## config.mk

```make
export PLATFORM = sky130hd
export DESIGN_NAME = product_accumulator_flat
export DESIGN_NICKNAME = d
export VERILOG_FILES = /design/src/rtl/product_accumulator_pkg.sv /design/src/rtl/product_accumulator_if.sv /design/src/rtl/product_accumulator_acc_adder.sv /design/src/rtl/product_accumulator.sv /design/src/flat_wrapper.sv
export SDC_FILE = /design/constraint.sdc
export NUM_CORES = 1
export LEC_CHECK = 0
export CAP_MARGIN = 20
export CORE_UTILIZATION = 54
export DETAILED_ROUTE_END_ITERATION = 8
export MAX_ROUTING_LAYER = met4
export PLACE_DENSITY = 0.79
export SLEW_MARGIN = 20
export SYNTH_ARGS = -nofsm -noshare
export SYNTH_HDL_FRONTEND = slang
export SYNTH_SLANG_ARGS = --single-unit
```

## constraint.sdc

```tcl
create_clock -name clk -period 2.7 [get_ports clk]
set_input_delay 0.675 -clock clk [delete_from_list [all_inputs] [get_ports clk]]
set_output_delay 0.675 -clock clk [all_outputs]
set_load 0.02 [all_outputs]
```

## src/rtl/product_accumulator_pkg.sv

```systemverilog
`default_nettype none
// ============================================================================
//  Module      : product_accumulator_pkg
//  Description : Shared constants for the product accumulator: FSM state
//                encoding, default datapath widths and block counter width.
//  Revision    : 1.0 - initial release
// ============================================================================
package product_accumulator_pkg;

    // Default widths: the 3x3 multiplier emits 6-bit products.
    localparam int c_prod_w_dflt = 6;
    localparam int c_acc_w_dflt  = 12;

    // Block counter width; BLOCK_LEN is limited to 1..255.
    localparam int c_cnt_w = 8;

    // FSM state encoding.
    localparam logic [0:0] c_st_accum = 1'b0;
    localparam logic [0:0] c_st_hold  = 1'b1;

endpackage : product_accumulator_pkg
`default_nettype wire

```

## src/rtl/product_accumulator_if.sv

```systemverilog
`default_nettype none
// ============================================================================
//  Module      : product_accumulator_if
//  Description : Product input stream plus block result stream of the
//                product accumulator. The master side is the producer of
//                products and consumer of results; the slave side is the
//                accumulator itself.
//  Revision    : 1.0 - initial release
// ============================================================================
interface product_accumulator_if
    import product_accumulator_pkg::*;
#(
    parameter int PROD_W = c_prod_w_dflt,
    parameter int ACC_W  = c_acc_w_dflt
);

    logic                 in_valid;
    logic                 in_ready;
    logic [PROD_W-1:0]    in_product;
    logic                 in_last;
    logic                 out_valid;
    logic                 out_ready;
    logic [ACC_W-1:0]     out_sum;
    logic                 out_overflow;
    logic [c_cnt_w-1:0]   out_count;

    modport master (
        output in_valid,
        input  in_ready,
        output in_product,
        output in_last,
        input  out_valid,
        output out_ready,
        input  out_sum,
        input  out_overflow,
        input  out_count
    );

    modport slave (
        input  in_valid,
        output in_ready,
        input  in_product,
        input  in_last,
        output out_valid,
        input  out_ready,
        output out_sum,
        output out_overflow,
        output out_count
    );

endinterface : product_accumulator_if
`default_nettype wire

```

## src/rtl/product_accumulator_acc_adder.sv

```systemverilog
`default_nettype none
// ============================================================================
//  Module      : product_accumulator_acc_adder
//  Description : Combinational ACC_W-bit unsigned adder with carry-out.
//  Revision    : 1.0 - initial release
// ============================================================================
module product_accumulator_acc_adder
    import product_accumulator_pkg::*;
#(
    parameter int ACC_W = c_acc_w_dflt
) (
    input  logic [ACC_W-1:0] i_a,
    input  logic [ACC_W-1:0] i_b,
    output logic [ACC_W-1:0] o_sum,
    output logic             o_carry
);

    // One extra bit so the carry out of ACC_W is captured.
    logic [ACC_W:0] w_full;

    assign w_full  = {1'b0, i_a} + {1'b0, i_b};
    assign o_sum   = w_full[ACC_W-1:0];
    assign o_carry = w_full[ACC_W];

endmodule : product_accumulator_acc_adder
`default_nettype wire

```

## src/rtl/product_accumulator.sv

```systemverilog
`default_nettype none
// ============================================================================
//  Module      : product_accumulator
//  Description : Sums blocks of unsigned products into an ACC_W accumulator.
//                A block closes after BLOCK_LEN products or on an in_last
//                beat; its total is then held until the consumer takes it.
//  Revision    : 1.0 - initial release
// ============================================================================
module product_accumulator
    import product_accumulator_pkg::*;
#(
    parameter int PROD_W    = c_prod_w_dflt,
    parameter int ACC_W     = c_acc_w_dflt,
    parameter int BLOCK_LEN = 8
) (
    input  logic                 clk,
    input  logic                 rst,
    product_accumulator_if.slave bus
);

    localparam logic [c_cnt_w-1:0] c_block_len = c_cnt_w'(BLOCK_LEN);

    logic [0:0]         r_state;
    logic [ACC_W-1:0]   r_acc;
    logic [c_cnt_w-1:0] r_cnt;
    logic               r_ovf;
    logic [ACC_W-1:0]   r_out_sum;
    logic               r_out_ovf;
    logic [c_cnt_w-1:0] r_out_cnt;

    logic [PROD_W-1:0]  w_prod;
    logic [ACC_W-1:0]   w_prod_ext;
    logic [ACC_W-1:0]   w_sum;
    logic               w_carry;
    logic [c_cnt_w-1:0] w_cnt_inc;
    logic               w_in_ready;
    logic               w_accept;
    logic               w_final;

    assign w_prod     = bus.in_product;
    assign w_prod_ext = ACC_W'(w_prod);

    // Ready depends on state alone so upstream sees no path from valid/ready.
    assign w_in_ready = (r_state == c_st_accum);
    assign w_accept   = bus.in_valid && w_in_ready;
    assign w_cnt_inc  = r_cnt + 1'b1;
    assign w_final    = bus.in_last || (w_cnt_inc == c_block_len);

    product_accumulator_acc_adder #(
        .ACC_W (ACC_W)
    ) u_adder (
        .i_a     (r_acc),
        .i_b     (w_prod_ext),
        .o_sum   (w_sum),
        .o_carry (w_carry)
    );

    // Block FSM: accumulate accepted beats, latch the total on the final beat,
    // then hold it until the consumer accepts.
    always_ff @(posedge clk) begin
        if (rst) begin
            r_state   <= c_st_accum;
            r_acc     <= '0;
            r_cnt     <= '0;
            r_ovf     <= 1'b0;
            r_out_sum <= '0;
            r_out_ovf <= 1'b0;
            r_out_cnt <= '0;
        end else begin
            case (r_state)
                c_st_accum: begin
                    if (w_accept) begin
                        if (w_final) begin
                            r_out_sum <= w_sum;
                            r_out_ovf <= r_ovf | w_carry;
                            r_out_cnt <= w_cnt_inc;
                            r_acc     <= '0;
                            r_cnt     <= '0;
                            r_ovf     <= 1'b0;
                            r_state   <= c_st_hold;
                        end else begin
                            r_acc <= w_sum;
                            r_cnt <= w_cnt_inc;
                            r_ovf <= r_ovf | w_carry;
                        end
                    end
                end
                c_st_hold: begin
                    if (bus.out_ready) begin
                        r_state <= c_st_accum;
                    end
                end
                default: r_state <= c_st_accum;
            endcase
        end
    end

    assign bus.in_ready     = w_in_ready;
    assign bus.out_valid    = (r_state == c_st_hold);
    assign bus.out_sum      = r_out_sum;
    assign bus.out_overflow = r_out_ovf;
    assign bus.out_count    = r_out_cnt;

endmodule : product_accumulator
`default_nettype wire

```

## src/flat_wrapper.sv

```systemverilog
// flat-port wrapper written by rule: the top's interface ports become plain ports
module product_accumulator_flat import product_accumulator_pkg::*;
#(
    parameter int PROD_W    = c_prod_w_dflt,
    parameter int ACC_W     = c_acc_w_dflt,
    parameter int BLOCK_LEN = 8
)
  (clk, rst, bus_in_valid, bus_in_ready, bus_in_product, bus_in_last, bus_out_valid, bus_out_ready, bus_out_sum, bus_out_overflow, bus_out_count);
  product_accumulator_if #(.PROD_W(PROD_W), .ACC_W(ACC_W)) bus_i ();
  input  logic clk;
  input  logic rst;
  input wire logic [$bits(bus_i.in_valid)-1:0] bus_in_valid;
  output wire logic [$bits(bus_i.in_ready)-1:0] bus_in_ready;
  input wire logic [$bits(bus_i.in_product)-1:0] bus_in_product;
  input wire logic [$bits(bus_i.in_last)-1:0] bus_in_last;
  output wire logic [$bits(bus_i.out_valid)-1:0] bus_out_valid;
  input wire logic [$bits(bus_i.out_ready)-1:0] bus_out_ready;
  output wire logic [$bits(bus_i.out_sum)-1:0] bus_out_sum;
  output wire logic [$bits(bus_i.out_overflow)-1:0] bus_out_overflow;
  output wire logic [$bits(bus_i.out_count)-1:0] bus_out_count;
  assign bus_i.in_valid = bus_in_valid;
  assign bus_in_ready = bus_i.in_ready;
  assign bus_i.in_product = bus_in_product;
  assign bus_i.in_last = bus_in_last;
  assign bus_out_valid = bus_i.out_valid;
  assign bus_i.out_ready = bus_out_ready;
  assign bus_out_sum = bus_i.out_sum;
  assign bus_out_overflow = bus_i.out_overflow;
  assign bus_out_count = bus_i.out_count;
  product_accumulator #(.PROD_W(PROD_W), .ACC_W(ACC_W), .BLOCK_LEN(BLOCK_LEN)) u_core (.clk(clk), .rst(rst), .bus(bus_i));
endmodule
```

# == Yosys cells after proc, flatten, opt, wreduce, memory -nomap -nowiden ==
# Index checks and enable logic that the tools add are counted.
# word_totals
out_inout_bits,23
word_cells,23
reg_bits,43
# op_classes
n_eq_ne,1
addsub,2
n_mux,7
n_reduce_logical,4
bitwise_logic,2
# op_table
cell,count
12-bit by 6-bit adder with 13-bit output,1
12-bit 2-to-1 mux,1
"8-bit by 1-bit adder with 8-bit output, second input constant",1
"8-bit by 4-bit equality test with 1-bit output, second input constant",1
8-bit 2-to-1 mux,1
1-bit 2-to-1 mux,4
3-bit AND reduction,1
1-bit one-hot mux with 2 select lines,1
2-bit AND reduction,1
1-bit logical AND,1
1-bit logical OR,1
1-bit inverter,1
1-bit OR,1

# == Depth between registers and ports, before layout ==
# Gate-level depths: netlist of run 1.
# logic_depth
ltp_word,6
mapped_depth,7
depth_no_buf,7

# == Cells and area by module ==
# From an unflattened synthesis of run 1, not the netlist that was laid out.
# hier_totals
hier_cells,294
area_unflattened_um2,2618.8
# modules_own_cells
module,instances,area_each_um2,cells_each
product_accumulator,1,1990.7,212
product_accumulator_acc_adder,1,628.1,82

# == Worst setup path before layout of run 1 ==
# OpenSTA, ideal clock, no wires.
# synth_timing
kind,input port to flip-flop
from,input bus_in_product[0]
to,register u_core.r_acc[10]
setup_ns,0.078
t_required_ns,2.622
n_path_buf,0
path_slack_ns,0.363
path_stages,7
arrival_time_ns,2.259
cell_sequence,ha_1 fa_1 a211oi_2 o21ai_2 o211a_1 o211a_1 nor3_1
# synth_via
elab_chain_len,2
# synth_rtl
item,line_no,source
start: declaration,flat_wrapper.sv:14,input wire logic [$bits(bus_i.in_product)-1:0] bus_in_product;
12-bit by 6-bit adder with 13-bit output,product_accumulator_acc_adder.sv:21,"assign w_full = {1'b0, i_a} + {1'b0, i_b};"
12-bit 2-to-1 mux,product_accumulator.sv:73,if (w_final) begin
end signal: assignment,product_accumulator.sv:82,r_acc <= w_sum;
end: declaration,product_accumulator.sv:24,logic [ACC_W-1:0] r_acc;
# Every way passes these cells.
# A chain may end at the register's enable or synchronous reset.

# == Worst setup path in the final report of run 1 ==
# layout_timing
from,input bus_in_product[0]
to,"register u_core.r_out_sum[10], in the netlist u_core.bus.out_sum[10]"
# layout_via
elab_chain_len,1
# layout_rtl
item,line_no,source
12-bit by 6-bit adder with 13-bit output,product_accumulator_acc_adder.sv:21,
end signal: assignment,product_accumulator.sv:74,r_out_sum <= w_sum;
end: declaration,product_accumulator.sv:27,logic [ACC_W-1:0] r_out_sum;
# Every way passes these cells.

==> impl_metrics.csv, run 1 <==
group,metric,value,unit
run_status,status,"finished clean",
detailed_routing,drtIter0Drc,106,
place,dp_slack,-0.186,ns
timing,max_freq,392,MHz
floorplanning,die_y,67.4,um
power,p_clk_share,35.2,%
layout,fillCellCount,353,
cts,root_buffer,"clkbuf_8",
timing,tightest_slew,0.408,ns
floorplanning,dieArea,4540,um2
power,p_int,1.05,mW
floorplanning,coreArea,4060,um2
power,p_leak,1.03,nW
critical_path,critPathKind,"input pin to register",
layout,final_core_util,70.2,%
timing,grt_setup_unrepaired,"false",
place,dp_hpwl,3690,um
synth,synth-main-ff-cell,"dfxtp_1",
detailed_routing,antenna_left,0,
cts,clock_tree.buffer_depth,2,
cts,htreeDepth,2,
detailed_routing,wl_per_cell,14.9,um
layout,final_cells,362,
hold_path,worst_hold_path_type,"register to register",
timing,drv_slew,0,
global_route,grt_start_max_net_pins,31,
timing,clock_skew,0.00335,ns
critical_path,start_kind,"input pin",
global_route,grt_pass1_vias,1932,
cts,clock-sinks,43,
synth,yosys.area.top_type,"dfxtp_1",
global_route,grt_first_pass_wirelength,8630,um
detailed_routing,drc,0,
floorplanning,start_util,56.9,%
layout,drive_above_1_share,12.2,%
place,placed_area,2730,um2
synth,seq_area_frac_synth,37.3,%
timing,fin_ws,0.150,ns
synth,syn-cell-area,2310,um2
cts,clock_latency,0.30,ns
timing,slew_headroom,72.7,%
global_route,antenna_found_initial,0,
synth,syn_inst,272,
detailed_routing,routed-via-count,2153,
timing,setup_viol,0,
layout,antennaDiodeCount,0,
critical_path,path_max_fanout,5,
place,port_buffers,33,
timing,setup-tns-final,0,ns
power,power.density,507,nW/um2
synth,ys_ff_latch,43,
layout,area_growth,23.4,%
power,netSwitchingFraction,27.3,%
place,post-place-cells,354,
synth,synthArstFlopShare,0,%
layout,final_cell_mix,"dfxtp_1 (43), a21oi_1 (37), clkdlybuf4s50_1 (33)",
floorplanning,row_count,23,
critical_path,cp.arrival,2.77,ns
synth,synth_fp_nets,291,
synth,syn_area_per_cell,8.49,um2
timing,period_minus_slack,2.55,ns
synth,synth_top_area_share,37.3,%
power,seqPwrFrac,46.6,%
cts,cts_tree,"built",
cts,cts_buffers,5,
layout,nets,330,
power,p_comb_share,18.2,%
cts,cts_setup_buffers,0,
critical_path,worstPathRequired,2.92,ns
timing,final-hold-violation-count,0,
floorplanning,die_x,67.4,um
synth,synth_top_cells_by_area,"dfxtp_1 (37%), a21oi_1 (8.0%), nand3_1 (3.9%)",
global_route,grt_overflow,0,
power,switchingPower,0.394,mW
power,vdd_drop_max,0.293,mV
layout,fin_area,2850,um2
detailed_routing,wl,5390,um
layout,final_common_cell,"dfxtp_1",
job,drv_cap,0,
detailed_routing,dr.pass1.iters,5,
cts,path_clk_slew,0.08,ns
synth,netlist-cell-type-count,55,
synth,synth_edf_count,0,
timing,period_share,94.4,%
floorplanning,io_pins,34,
synth,ys_warn_count,0,
place,routabilityCongestion,0.859,
detailed_routing,via_per_inst,5.95,
global_route,track_usage,26.2,%
critical_path,critPathCaptureType,"register",
-- logic make-up (layout without fill, tap and decap cells) --
kind of cell,after synthesis,after routing,share of synthesized area (%)
compound gates,98,98,27.2
xor+xnor,13,13,4.93
fa+ha+maj,8,8,4.66
buf+inv,28,68,6.55
flops,43,43,37.3
mux,2,2,1.03
simple gates,80,80,18.4
-- layout make-up --
class	instances	area [um2]	share of cell area (%)
inverters	7	26.3	0.922
multi-input cells	201	1310	45.9
clock inverters	3	43.8	1.54
repair buffers	53	480	16.9
clock buffers	5	68.8	2.41
well taps	50	62.6	2.19
flip-flops and latches	43	861	30.2
-- critical path: stages --
cell	delay, ns
clkdlybuf4s50_1	0.40
ha_1	0.23
fa_1	0.46
a211oi_4	0.34
o21ai_2	0.11
o211a_1	0.19
xnor2_1	0.14
a211oi_1	0.22
-- stage by stage --
stage / power (mW) / hold slack [ns]
finish: 1.45 / 0.467
global route: 1.51 / 0.497
CTS: 1.46 / 0.472
detailed placement: 0.947 / 0.459
global placement: 0.944 / 0.447
floorplan: 0.846 / 0.436
-- final timing paths --
check / start / to / slack [ns] / cells after the start
worst max-delay path: bus_in_product[0] / u_core.bus.out_sum[10]$_SDFFE_PP0P_ / 0.15 / 8
worst min-delay path: u_core.r_acc[2]$_SDFFE_PP0P_ / u_core.r_acc[2]$_SDFFE_PP0P_ / 0.47 / 2
worst min register to register: u_core.r_acc[2]$_SDFFE_PP0P_ / u_core.r_acc[2]$_SDFFE_PP0P_ / 0.47 / 2
worst max register to register: u_core.r_cnt[0]$_SDFFE_PP0P_ / u_core.bus.out_sum[6]$_SDFFE_PP0P_ / 0.59 / 7
-- layer usage --
| metal | wire length (um) | track usage (%) | vias to the layer above | part of all wire [%] |
|---|---|---|---|---|
| met5 | 0 | - | - | 0 |
| met2 | 2530 | 41.9 | 58 | 47 |
| met3 | 228 | 6.93 | 8 | 4.2 |
| met1 | 2580 | 31.2 | 1002 | 48 |
| met4 | 61 | 10.4 | 0 | 1.1 |
| li1 | - | - | 1085 | - |
-- sequential cells by signal, summed over array words and instances (netlist names) --
name and flops:
u_core.r_cnt 8, u_core.r_ovf 1, u_core.bus.out_count 8, u_core.bus.out_overflow 1, u_core.bus.out_sum 12, u_core.r_acc 12, u_core.bus.out_valid 1
-- power groups by stage --
stage / registers (mW) / clock network (mW) / logic, mW
after global routing: 0.677 / 0.543 / 0.287
after detailed placement: 0.689 / 0 / 0.258
after floorplan: 0.710 / 0 / 0.137
after CTS: 0.674 / 0.523 / 0.260
after global placement: 0.688 / 0 / 0.256
final: 0.674 / 0.508 / 0.263
-- what timing repair did --
item	CTS	global route
setup endpoints to repair	0	2
hold buffers	0	0
gates resized for setup	0	1
-- synthesized netlist by cell type (all sizes together), types with 2 or more instances --
| master | count |
|---|---|
| buf | 11 |
| xor2 | 5 |
| a22oi | 3 |
| nor3b | 2 |
| dfxtp | 43 |
| nor2 | 14 |
| o32ai | 2 |
| nor3 | 6 |
| a21oi | 38 |
| a2bb2oi | 2 |
| or4 | 2 |
| or4b | 2 |
| a31oi | 6 |
| o21ai | 19 |
| and3 | 2 |
| nand2b | 2 |
| or3 | 5 |
| xnor2 | 8 |
| nand4b | 2 |
| a21o | 3 |
| o2111ai | 2 |
| nand3b | 2 |
| clkbuf | 9 |
| mux2i | 2 |
| inv | 7 |
| nand3 | 18 |
| o211a | 2 |
| ha | 7 |
| nand4 | 3 |
| o211ai | 2 |
| nand2 | 16 |
| a211oi | 12 |
Power figures use the tool's default switching activity.
==> run 2, diff against run 1 <==
Settings changed: CORE_UTILIZATION 54 to 49, PLACE_DENSITY 0.79 to 0.76.
Clock period 2.7 ns to 2.3 ns, I/O delays scaled along.
==> impl_metrics.csv, run 2 (synthesis results as in run 1) <==
group,metric,value,unit
job,drv_cap,0,
layout,antennaDiodeCount,0,
timing,grt_setup_unrepaired,"false",
floorplanning,coreArea,4440,um2
power,vdd_drop_max,0.424,mV
floorplanning,die_y,70.7,um
global_route,antenna_found_initial,0,
floorplanning,dieArea,4990,um2
critical_path,path_max_fanout,3,
floorplanning,row_count,24,
cts,path_clk_slew,0.08,ns
power,power.density,537,nW/um2
timing,tightest_slew,0.467,ns
layout,drive_above_1_share,17.9,%
timing,drv_slew,0,
detailed_routing,drtIter0Drc,184,
layout,final_common_cell,"dfxtp_1",
detailed_routing,wl,5730,um
layout,final_core_util,67.3,%
cts,clock-sinks,43,
cts,postCtsHoldBufs,0,
detailed_routing,via_per_inst,5.91,
timing,period_share,94.8,%
cts,cts_tree,"built",
place,port_buffers,33,
global_route,track_usage,24.1,%
critical_path,start_kind,"input pin",
global_route,grt_pass1_vias,2064,
timing,setup-tns-final,0,ns
hold_path,worst_hold_path_type,"register to register",
layout,area_growth,29.6,%
critical_path,max_stage_delay,0.48,ns
cts,htreeDepth,2,
timing,fin_ws,0.119,ns
timing,clock_skew,0.00396,ns
place,dp_hpwl,3870,um
critical_path,crit_family,"simple AND/OR/NAND/NOR gates",
cts,clock_tree.buffer_depth,2,
power,p_leak,1.10,nW
global_route,grt_overflow,0,
floorplanning,die_x,70.7,um
critical_path,path_cells,"clkdlybuf4s50_1, ha_4, o21ai_1, o211ai_1, nand3_1, or4_1, a31oi_1",
critical_path,cp.arrival,2.41,ns
detailed_routing,routed-via-count,2223,
critical_path,crit_buf_inv,1,
global_route,grt_start_max_net_pins,32,
global_route,grt_first_pass_wirelength,9290,um
timing,final-hold-violation-count,0,
run_status,status,"complete, but fails checks",
cts,cts_buffers,5,
timing,max_freq,458,MHz
timing,setup_viol,0,
layout,final_cell_mix,"dfxtp_1 (43), a21oi_1 (36), buf_4 (31)",
place,routabilityCongestion,0.851,
detailed_routing,antenna_left,0,
detailed_routing,wl_per_cell,15.2,um
run_status,violations,"design-rule violations",
critical_path,critPathKind,"input pin to register",
timing,period_minus_slack,2.18,ns
floorplanning,start_util,52.0,%
layout,nets,342,
place,dp_slack,-0.465,ns
critical_path,worstPathRequired,2.53,ns
detailed_routing,drc,8,
detailed_routing,dr.pass1.iters,7,
cts,root_buffer,"clkbuf_8",
critical_path,critPathCaptureType,"register",
power,power,1.61,mW
cts,clock_latency,0.30,ns
critical_path,cpMaxStageDelayCell,"or4_1",
timing,slew_headroom,68.9,%
floorplanning,io_pins,34,
-- run 2: changes by cell type in the layout (fill, tap and decap cells not counted), moves of 2 or more --
cell | previous run | this run
buf_4 | 20 | 31
clkbuf_1 | 0 | 2
clkdlybuf4s50_1 | 33 | 30
dlymetal6s2s_1 | 0 | 2
ha_1 | 7 | 3
ha_4 | 0 | 4
o21ai_0 | 17 | 15
o21ai_1 | 1 | 3
-- run 2: repair_timing --
action,CTS,global route
setup endpoints to repair,15,13
gates resized for setup,9,10
setup buffers,3,2
pin swaps,7,7
-- run 2: routing by layer --
| metal | track usage, % | routed length, um | vias to the layer above |
|---|---|---|---|
| met4 | 8.00 | 84 | 0 |
| met3 | 4.84 | 276 | 7 |
| met2 | 40.8 | 2850 | 54 |
| met1 | 29.0 | 2520 | 1058 |
| met5 | - | 0 | - |
| li1 | - | - | 1104 |
-- run 2: final cells by class --
type                            count  area [um2]
Tap cell                           52        65.1
Fill cell                         365        1450
Inverter                            7        26.3
Sequential cell                    43         861
Clock inverter                      1        5.00
Multi-Input combinational cell    201        1380
Clock buffer                        7        76.3
Timing Repair Buffer               65         578
-- run 2: power breakdown --
part / internal, mW / total (mW) / switching, mW / leakage [nW]
combinational: 0.158 / 0.343 / 0.184 / 0.704
clock: 0.214 / 0.473 / 0.259 / 0.0422
sequential: 0.773 / 0.793 / 0.0196 / 0.350
total: 1.14 / 1.61 / 0.463 / 1.10
-- run 2: path summary, 6_finish.rpt --
check | to | slack, ns | cells after the start | start
min reg2reg | u_core.bus.out_sum[0]$_SDFFE_PP0P_ | 0.48 | 2 | u_core.bus.out_sum[0]$_SDFFE_PP0P_
max | u_core.r_acc[7]$_SDFFE_PP0P_ | 0.12 | 7 | bus_in_product[3]
max reg2reg | u_core.bus.out_count[0]$_SDFFE_PP0P_ | 0.30 | 7 | u_core.r_cnt[0]$_SDFFE_PP0P_
min | u_core.bus.out_sum[0]$_SDFFE_PP0P_ | 0.48 | 2 | u_core.bus.out_sum[0]$_SDFFE_PP0P_
-- run 2: worst register-to-register path: stages, from the launching register on --
cell and delay (ns):
dfxtp_1 0.49, ha_1 0.22, nand2_1 0.08, nor4_2 0.27, a21oi_1 0.15, buf_4 0.25, or3_1 0.33, a21oi_1 0.13
-- run 2: stage by stage --
stage | hold WS, ns | area (um2) | instances
after floorplan | 0.436 | 2310 | 272
after global placement | 0.448 | 2790 | 363
after detailed placement | 0.457 | 2790 | 363
after CTS | 0.468 | 2920 | 374
after global routing | 0.503 | 2990 | 376
final | 0.478 | 2990 | 376
==> run 3, diff against run 2 <==
Settings changed: GPL_TIMING_DRIVEN set to 0.
==> impl_metrics.csv, run 3 (synthesis results as in run 1) <==
group,metric,value,unit
layout,final_cell_mix,"dfxtp_1 (42), a21oi_1 (37), clkdlybuf4s50_1 (31)",
critical_path,cp.arrival,2.44,ns
cts,root_buffer,"clkbuf_8",
global_route,antenna_found_initial,0,
run_status,violations,"design-rule violations",
detailed_routing,drtIter0Drc,178,
floorplanning,row_count,24,
timing,period_share,96.3,%
global_route,grt_first_pass_wirelength,9920,um
detailed_routing,via_per_inst,6.09,
floorplanning,start_util,52.0,%
timing,setup_viol,0,
detailed_routing,routed-via-count,2253,
floorplanning,io_pins,34,
layout,drive_above_1_share,13.5,%
timing,setup-tns-final,0,ns
place,port_buffers,33,
place,post-place-cells,357,
critical_path,critPathKind,"input pin to register",
layout,final_common_cell,"dfxtp_1",
critical_path,rrSetupSlack,0.17,ns
critical_path,r2r_end,"u_core.bus.out_count[7]$_SDFFE_PP0P_",
floorplanning,coreArea,4440,um2
timing,period_minus_slack,2.21,ns
critical_path,r2r_cells,7,
global_route,track_usage,26.4,%
detailed_routing,wl_per_cell,16.5,um
floorplanning,dieArea,4990,um2
timing,clock_skew,0.00457,ns
detailed_routing,wl,6100,um
power,power.density,547,nW/um2
timing,slew_headroom,60.6,%
job,drv_cap,0,
critical_path,r2r-start,"u_core.r_cnt[1]$_SDFFE_PP0P_",
timing,tightest_slew,0.591,ns
critical_path,cp-endpoint,"u_core.r_acc[7]$_SDFFE_PP0P_",
timing,max_freq,452,MHz
cts,path_clk_slew,0.08,ns
layout,area_growth,27.4,%
critical_path,path_max_fanout,4,
cts,htreeDepth,2,
place,placed_area,2710,um2
hold_path,worst_hold_path_type,"register to register",
global_route,grt_overflow,0,
floorplanning,die_y,70.7,um
power,vdd_drop_max,0.376,mV
detailed_routing,drc,9,
layout,antennaDiodeCount,0,
place,dp_hpwl,4060,um
detailed_routing,antenna_left,0,
critical_path,critPathCaptureType,"register",
cts,cts_tree,"built",
run_status,status,"complete, but fails checks",
cts,cts_buffers,5,
place,routabilityCongestion,0.911,
cts,clock_latency,0.30,ns
critical_path,path_cells,"clkdlybuf4s50_1, ha_4, o21ai_2, o211ai_1, nand3_1, or4_1, a31oi_1",
layout,final_core_util,66.2,%
layout,fin_area,2940,um2
global_route,grt_start_max_net_pins,14,
timing,final-hold-violation-count,0,
critical_path,max_stage_delay,0.44,ns
timing,grt_setup_unrepaired,"false",
power,p_leak,1.02,nW
layout,nets,336,
cts,clock-sinks,43,
critical_path,start_kind,"input pin",
timing,drv_slew,0,
critical_path,startpoint,"bus_in_product[2]",
global_route,grt_pass1_vias,2114,
detailed_routing,dr.pass1.iters,6,
critical_path,worstPathRequired,2.53,ns
power,power,1.61,mW
layout,fillCellCount,396,
cts,clock_tree.buffer_depth,2,
critical_path,cpMaxStageDelayCell,"clkdlybuf4s50_1",
layout,final_cells,370,
floorplanning,die_x,70.7,um
==> run 3: cell types whose count changed in the layout (fill, tap and decap cells not counted), moves of 3 or more <==
cell,change
buf_4,-25
buf_2,+6
buf_6,+3
o21ai_1,-3
clkbuf_1,+8
o21ai_2,+3
==> run 3: stage by stage <==
stage | hold WS (ns) | worst slack [ns]
2_1_floorplan | 0.436 | 0.0630
3_3_place_gp | 0.448 | -0.532
3_5_place_dp | 0.457 | -0.562
4_1_cts | 0.472 | 0.00924
5_1_grt | 0.518 | 0.000689
6_report | 0.479 | 0.0861
==> run 3: area by class of cell <==
| type | instances | area, um2 | share of cell area [%] |
|---|---|---|---|
| buffer | 21 | 125 | 4.25 |
| clock buffer | 6 | 72.6 | 2.47 |
| clock inverter | 2 | 12.5 | 0.425 |
| inverter | 7 | 26.3 | 0.893 |
| multi-input combinational | 201 | 1410 | 47.9 |
| sequential | 43 | 862 | 29.3 |
| tap | 52 | 65.1 | 2.21 |
| timing repair buffer | 38 | 369 | 12.5 |
==> run 3: power by group <==
part	switching, mW	total, mW	internal [mW]	leakage [nW]
clock	0.262	0.474	0.212	0.0412
combinational	0.193	0.341	0.149	0.633
sequential	0.0204	0.794	0.774	0.350
total	0.475	1.61	1.13	1.02
==> run 3: critical path: cells and delay by family <==
kind,cells,cell delay [ns]
adders and majority gates,1,0.32
AOI/OAI and AO/OA,3,0.51
buffers and inverters,1,0.44
and+or+nand+nor,2,0.59
==> run 3: timing repair <==
item / 4_1_cts / 5_1_grt
setup buffers: 2 / 3
gates resized for setup: 12 / 10
endpoints found under the setup margin: 12 / 24
pin swaps: 5 / 10
hold buffers: 0 / 0
==> run 3: routing by layer <==
metal	routed length (um)	share of wire, %	vias to the layer above	GRT usage, %
met2	2930	48	76	43.0
li1	-	-	1096	-
met5	0	0	-	-
met3	297	4.9	11	4.84
met1	2730	45	1070	32.6
met4	140	2.3	0	10.0
==> run 3: worst min path at each step <==
stage,from,end,slack [ns],cells after the start
after floorplan,u_core.r_acc[0]$_SDFFE_PP0P_,u_core.r_acc[0]$_SDFFE_PP0P_,0.44,2
after global placement,u_core.r_acc[2]$_SDFFE_PP0P_,u_core.r_acc[2]$_SDFFE_PP0P_,0.45,2
after detailed placement,u_core.r_acc[2]$_SDFFE_PP0P_,u_core.r_acc[2]$_SDFFE_PP0P_,0.46,2
after CTS,u_core.r_acc[2]$_SDFFE_PP0P_,u_core.r_acc[2]$_SDFFE_PP0P_,0.47,2
after global routing,u_core.r_acc[2]$_SDFFE_PP0P_,u_core.r_acc[2]$_SDFFE_PP0P_,0.52,2
final,u_core.bus.out_count[6]$_SDFFE_PP0P_,u_core.bus.out_count[6]$_SDFFE_PP0P_,0.48,2
==> patch, RTL diff (config.mk and constraints of run 2) <==
Set the package constant `c_acc_w_dflt` to 10 (it was 12).
--- a/src/rtl/product_accumulator_pkg.sv
+++ b/src/rtl/product_accumulator_pkg.sv
@@ -11,3 +11,3 @@
     localparam int c_prod_w_dflt = 6;
-    localparam int c_acc_w_dflt  = 12;
+    localparam int c_acc_w_dflt  = 10;
 
Ports: changed (resized bus_out_sum); port bits go from 34 to 32. The function was not compared with the original's and may differ.
==> patch against run 2 <==
  * Setup slack lost 0.0082 ns
  * Synthesized area shrank 7.6%
  * Synthesized cell count shrank 6.6%
  * Total power shrank 4.4%
  * Register-to-register slack is essentially flat
  * Die area shrank 7.4%
  * Combinational power shrank 16%
  * Sequential cell count shrank 4
  * Via count shrank 7.6%
  * Critical path type unchanged
  * Non-clock buffer count shrank 9
  * Highest routed layer unchanged
  * Final area shrank 6.4%
  * Final cell count shrank 6.9%
  * Global-route usage grew 1.4 points
  * Routed wire length shrank 10%
==> patch: results (changes against run 2) <==
Parameter                              Value

Routing
  DRT Wirelength    5.153 mm (was 5.728 mm)
  Via-per-instance ratio    5.871 (was 5.912)
  Number of design-rule violations left by the first detailed-router iteration    177 (was 184)

Clocking
  Post-CTS setup buffer count    0 (was 3)
  Quantity of gates resized following cts    12 (was 9)
  Number of sinks handled by clock tree synthesis    39 (was 43)

Pwr
  Largest voltage drop on the vdd net    0.4691 mV (was 0.4236 mV)
  Switching Power    0.0004321 W (was 0.0004632 W)

Layout
  Fraction of area in non-clock buffers    18.63% (was 19.31%)
  Clock network area share    3.709% (was 2.717%)
  Final core utilization    68.52% (was 67.34%)
  Proportion of cell area occupied by registers    27.88% (was 28.76%)
  Non-clock buffer count in the final layout    56 (was 65)
  Number of multi-input combinational cells    191 (was 201)
  # nets final    318 (was 342)

Timing
  Rel. slew slack    68.67% (was 68.86%)
  Clock Skew    0.007644 ns (was 0.003962 ns)

Synth
  Post-synthesis compound-gate area fraction    28.66% (was 27.19%)
  Xor/xnor share of the synthesized area    3.283% (was 4.930%)
  Number of nets in the synthesized netlist    273 (was 291)
  Part of the Yosys area used for sequential elements    36.58% (was 37.27%)
  Count of distinct cell types in the synthesized netlist    51 (was 55)
  Avg Inst Size Synth    8.404 um^2 (was 8.492 um^2)

Global routing
  Overall fraction of global-route tracks in use    25.52% (was 24.15%)
  Largest net degree at the start of global routing    36 (was 32)
  Global Route met1 Usage    34.14% (was 28.97%)

Placement
  Cell count after placement    342 (was 363)

Setup path
  Crit path max-delay family    buffers and inverters (was simple AND/OR/NAND/NOR gates)

Run status
  Result of the run    finished, final reports clean (was finished, violations left)
==> patch: changes by cell type after synthesis, sizes merged, moves of 3 or more <==
cell	before	now
o21a	0	4
o31ai	0	3
a31oi	6	2
a21oi	38	30
or3	5	2
nor2	14	23
a32oi	1	6
nor2b	1	4
xnor2	8	5
nor3	6	1
dfxtp	43	39
==> patch: final timing paths <==
check,start,end,slack (ns)
worst max-delay path,bus_in_product[2],u_core.bus.out_sum[7]$_SDFFE_PP0P_,0.11
worst min-delay path,u_core.bus.out_count[0]$_SDFFE_PP0P_,u_core.bus.out_count[0]$_SDFFE_PP0P_,0.48
worst max register to register,u_core.r_cnt[0]$_SDFFE_PP0P_,u_core.bus.out_overflow$_SDFFE_PP0P_,0.30
worst min register to register,u_core.bus.out_count[0]$_SDFFE_PP0P_,u_core.bus.out_count[0]$_SDFFE_PP0P_,0.48
